### config.mk
export PLATFORM = sky130hd
export DESIGN_NAME = shift_left_iterative
export DESIGN_NICKNAME = d
export VERILOG_FILES = /design/src/rtl/shift_pkg.sv /design/src/rtl/shift_left_step.sv /design/src/rtl/shift_left_iterative.sv
export SDC_FILE = /design/constraint.sdc
export NUM_CORES = 1
export LEC_CHECK = 0
export ABC_AREA = 1
export BUFFER_PORTS_ARGS = -buffer_cell sky130_fd_sc_hd__clkbuf_2
export CAP_MARGIN = 20
export CORE_MARGIN = 10
export CORE_UTILIZATION = 40
export DETAILED_ROUTE_END_ITERATION = 8
export PLACE_DENSITY = 0.68
export SLEW_MARGIN = 20
export SYNTH_ARGS = -nofsm -noshare
export SYNTH_HDL_FRONTEND = slang
export SYNTH_SLANG_ARGS = --single-unit
### constraint.sdc
create_clock -name clk -period 3.8 [get_ports clk]
set_input_delay 0.38 -clock clk [delete_from_list [all_inputs] [get_ports clk]]
set_output_delay 0.38 -clock clk [all_outputs]
set_load 0.02 [all_outputs]
### src/rtl/shift_pkg.sv
// Shared types and default sizing for the iterative left shifter.
package shift_pkg;

  typedef enum logic [1:0] {
    SHIFT_IDLE,
    SHIFT_RUN,
    SHIFT_DONE
  } shift_state_e;

  localparam int SHIFT_WIDTH     = 32;
  localparam int SHIFT_AMT_WIDTH = 5;
  localparam int SHIFT_STEP      = 4;

endpackage

### src/rtl/shift_left_step.sv
// Combinational left shift by 0..STEP bits, vacated LSBs take the fill bit.
// Zero latency; no flow control.
module shift_left_step #(
  parameter int WIDTH = 32,
  parameter int STEP  = 4,
  parameter int KW    = $clog2(STEP + 1)
) (
  input  logic [WIDTH-1:0] i_data,
  input  logic [KW-1:0]    i_k,
  input  logic             i_fill,
  output logic [WIDTH-1:0] o_data
);

  logic [WIDTH-1:0] w_cand [STEP+1];

  assign w_cand[0] = i_data;

  for (genvar j = 1; j <= STEP; j++) begin : g_cand
    if (j < WIDTH) begin : g_part
      assign w_cand[j] = {i_data[WIDTH-1-j:0], {j{i_fill}}};
    end else begin : g_all
      assign w_cand[j] = {WIDTH{i_fill}};
    end
  end

  always_comb begin
    o_data = w_cand[0];
    for (int j = 1; j <= STEP; j++) begin
      if (i_k == KW'(j)) o_data = w_cand[j];
    end
  end

endmodule

### src/rtl/shift_left_iterative.sv
// Multi-cycle left shifter: up to STEP bits per clock, 1 + ceil(N/STEP) cycles from accept to out_valid.
// Single request in flight; result held until out_ready, no accept in the handshake cycle.
module shift_left_iterative
  import shift_pkg::*;
#(
  parameter int WIDTH     = SHIFT_WIDTH,
  parameter int AMT_WIDTH = SHIFT_AMT_WIDTH,
  parameter int STEP      = SHIFT_STEP
) (
  input  logic                 clk,
  input  logic                 rst_n,
  input  logic                 in_valid,
  output logic                 in_ready,
  input  logic [WIDTH-1:0]     in_data,
  input  logic [AMT_WIDTH-1:0] in_amount,
  input  logic                 in_fill,
  output logic                 out_valid,
  input  logic                 out_ready,
  output logic [WIDTH-1:0]     out_data
);

  localparam int                 KW     = $clog2(STEP + 1);
  localparam logic [AMT_WIDTH:0] STEP_W = (AMT_WIDTH + 1)'(STEP);

  shift_state_e         r_state;
  logic [WIDTH-1:0]     r_work;
  logic [AMT_WIDTH-1:0] r_remaining;
  logic                 r_fill;
  logic                 r_out_valid;

  logic [AMT_WIDTH:0]   w_k;
  logic [AMT_WIDTH-1:0] w_rem_next;
  logic [WIDTH-1:0]     w_shifted;

  // One extra bit so STEP == WIDTH still compares correctly against remaining.
  assign w_k        = ({1'b0, r_remaining} > STEP_W) ? STEP_W : {1'b0, r_remaining};
  assign w_rem_next = r_remaining - w_k[AMT_WIDTH-1:0];

  shift_left_step #(
    .WIDTH (WIDTH),
    .STEP  (STEP),
    .KW    (KW)
  ) u_step (
    .i_data (r_work),
    .i_k    (KW'(w_k)),
    .i_fill (r_fill),
    .o_data (w_shifted)
  );

  assign in_ready  = (r_state == SHIFT_IDLE) && rst_n;
  assign out_valid = r_out_valid;
  assign out_data  = r_work;

  always_ff @(posedge clk) begin
    if (!rst_n) begin
      r_state     <= SHIFT_IDLE;
      r_work      <= '0;
      r_remaining <= '0;
      r_fill      <= 1'b0;
      r_out_valid <= 1'b0;
    end else begin
      case (r_state)
        SHIFT_IDLE: begin
          if (in_valid) begin
            r_work      <= in_data;
            r_remaining <= in_amount;
            r_fill      <= in_fill;
            if (in_amount == '0) begin
              r_state     <= SHIFT_DONE;
              r_out_valid <= 1'b1;
            end else begin
              r_state <= SHIFT_RUN;
            end
          end
        end
        SHIFT_RUN: begin
          r_work      <= w_shifted;
          r_remaining <= w_rem_next;
          if (w_rem_next == '0) begin
            r_state     <= SHIFT_DONE;
            r_out_valid <= 1'b1;
          end
        end
        SHIFT_DONE: begin
          if (out_ready) begin
            r_state     <= SHIFT_IDLE;
            r_out_valid <= 1'b0;
          end
        end
        default: begin
          r_state     <= SHIFT_IDLE;
          r_out_valid <= 1'b0;
        end
      endcase
    end
  end

endmodule

==> reports/results.tsv <==
stage	metric	value	unit
yosys	synth_edf_count	0	
detailed_routing	routed.top_layer	met4	
setup_path	reg2reg_to	out_data[2]	
yosys	ys.flop_type	dfxtp_1	
detailed_routing	drc	0	
hold_path	min_path_type	in2reg	
layout	n_antenna_cell	0	
clock_network	h-tree-depth	2	
sta	relSlewSlack	34.2	%
setup_path	crit_arrival	2.91	ns
global_route	grt_overflow	0	
floorplanning	core-area	0.00676	mm²
yosys	yosys-top-cells-area	dfxtp_1, nand2_1, a21oi_1, o21ai_0, nor2_1	
layout	area_growth	15.3	%
global_route	grt_pass1_vias	3037	
sta	slew_viol_final	0	
setup_path	path_class	reg2reg	
yosys	synth.ff_latch_count	41	
clock_network	post_cts_resized	0	
sta	hold_violations	0	
floorplanning	design.die.area	0.0106	mm²
sta	grt_setup_unrepaired	false	
clock_network	clock_latency	0.30	ns
floorplanning	die_h	103	µm
sta	fin_crit	2.72	ns
detailed_routing	drt_iter0_drc	351	
place	placed_cells	575	
hold_path	hold_start	in_data[0]	
detailed_routing	antenna_left	0	
setup_path	reg2reg_from	r_remaining[4]	
run	maxCapViolations	0	
sta	finalClockSkew	0.00586	ns
power_and_ir_drop	vdd_drop_max	0.346	mV
run_status	outcome	finished clean	
yosys	ys_async_sr_fraction	0	%
place	place_ws	1.13	ns
sta	max_slew.worst_pin.slew	0.984	ns
yosys	synthTopCellsByCount	nand2_1, a21oi_1, nor2_1	
sta	setup_violations	0	
detailed_routing	wl_per_cell	14.9	µm
detailed_routing	met3WireLength	930	µm
sta	fin_ws	1.08	ns
global_route	gr-usage-all-layers	16.5	%
setup_path	worstSetupStartpointType	register	
hold_path	hold_end	out_data[0]	
clock_network	cts_buffer_depth	2	
sta	setup_tns	0	ns
sta	fmax	368	MHz
clock_network	cts-root-buf	clkbuf_8	
global_route	antenna_found_initial	0	
place	dp.final_hpwl	6360	µm
setup_path	crit_required	3.99	ns
detailed_routing	wl_met2	3670	µm
yosys	synth.largest_area_cell	dfxtp_1	
yosys	seq_area_frac_synth	29.8	%
yosys	synth.most_common_cell	nand2_1	
global_route	grt_pass1_wl	14500	µm
setup_path	rrSetupSlack	1.08	ns
place	port_buffers	75	
layout	drive_above_1_share	20.7	%
floorplanning	die_width	103	µm
yosys	synth.distinct_cells	31	
detailed_routing	num_vias	3207	
floorplanning	start_util	40.8	%
detailed_routing	met1Wirelength	3940	µm
yosys	syn_area	0.00275	mm²
setup_path	cp-startpoint	r_remaining[4]	
yosys	synthCells	444	
clock_network	hold_buffers	0	
detailed_routing	routed_wl	8670	µm
hold_path	hold_depth	3	
floorplanning	pin_count	76	
yosys	synth_top_cell_area_share	29.8	%
layout	instances_no_fill	583	
layout	final_nets	545	
yosys	syn_nets	487	
place	gp_congestion	0.906	
setup_path	reg2reg_depth	8	
layout	final_util	47.0	%
detailed_routing	via_per_inst	5.50	
power_and_ir_drop	powerDensity	1000	mW/mm²
clock_network	cts_setup_buffers	0	
yosys	syn_area_per_cell	6.20	µm²
clock_network	clock_sinks	41	
sta	whs	0.308	ns
floorplanning	rows	30	
setup_path	end_kind	register	
detailed_routing	first_pass_iters	5	
sta	finalCritPeriodShare	71.6	%
clock_network	cts_buffers	5	
clock_network	cts_tree	built	
setup_path	cp_max_fo	57	
global_route	grt_start_max_net_pins	58	
yosys	synth_warnings	0	
clock_network	path_clk_slew	0.08	ns
power_and_ir_drop	leakage	0.00138	µW
## worst max path at each step
stage | end
floorplan | r_state[0]
global placement | out_data[23]
detailed placement | out_data[2]
CTS | out_data[2]
global route | out_data[23]
finish | out_data[2]
## report_power, final
part           switching, µW  total (µW)  internal, µW
sequential               258         887           629
combinational           1380        2000           626
clock                    163         290           127
total                   1800        3180          1380
## routing by layer
metal	global-route usage, %	up-vias
li1	-	1610
met1	21.8	1450
met2	24.7	131
met3	5.70	16
met4	4.60	0
met5	0	-
## flip-flops by register name, indices dropped and copies added (netlist names)
register / count
out_data: 32
out_valid: 1
r_fill: 1
r_remaining: 5
r_state: 2
## through the flow
| stage | power [µW] | cell area [µm²] |
|---|---|---|
| 5_1_grt | 3510 | 3170 |
| 2_1_floorplan | 2430 | 2750 |
| 3_5_place_dp | 2880 | 3090 |
| 4_1_cts | 3180 | 3170 |
| 6_report | 3180 | 3170 |
| 3_3_place_gp | 2860 | 3090 |
## cells by family (layout without fill, tap and decap cells)
logic type,count (synthesis),after routing,synth area share [%]
other cells,1,1,0.136
compound gates,155,155,31.8
buf+inv,67,126,11.3
fa+ha+maj,1,1,0.454
flops,41,41,29.8
simple gates,179,179,26.5
## area by class of cell
type	count	area (µm²)
clock buffer	5	68.8
clock inverter	3	17.5
fill	692	3580
inverter	41	154
multi-input combinational	336	1620
sequential	41	821
tap	80	100
timing repair buffer	77	390
## worst max-delay path, stage by stage (launching register included)
cell	delay [ns]
dfxtp_1	0.36
nor2_2	0.13
nand2_2	0.22
nor2_2	0.50
nand3_1	0.16
nand2_2	0.76
inv_2	0.19
o21ai_0	0.23
a31oi_1	0.06
## layout by cell type (no fill, tap or decap)
cell | netlist | routed
a211oi_1 | 2 | 2
a21oi_1 | 68 | 68
a221oi_1 | 2 | 2
a31oi_1 | 2 | 2
a41oi_1 | 1 | 1
buf_4 | 2 | 2
clkbuf_2 | 0 | 75
clkbuf_8 | 0 | 5
clkinv_2 | 0 | 2
clkinvlp_4 | 0 | 1
conb_1 | 1 | 1
dfxtp_1 | 41 | 41
ha_1 | 1 | 1
inv_1 | 33 | 33
inv_2 | 8 | 8
nand2_1 | 107 | 107
nand2_2 | 3 | 3
nand2_4 | 1 | 1
nand3_1 | 10 | 10
nand3b_1 | 1 | 1
nor2_1 | 50 | 50
nor2_2 | 4 | 4
nor2_4 | 2 | 2
o2111ai_1 | 2 | 2
o211ai_1 | 17 | 17
o21ai_0 | 44 | 44
o21ai_1 | 2 | 2
o221ai_1 | 4 | 4
o22ai_1 | 10 | 10
o41ai_1 | 1 | 1
or2_2 | 1 | 1
No activity file was read; power rests on OpenSTA's default activity.
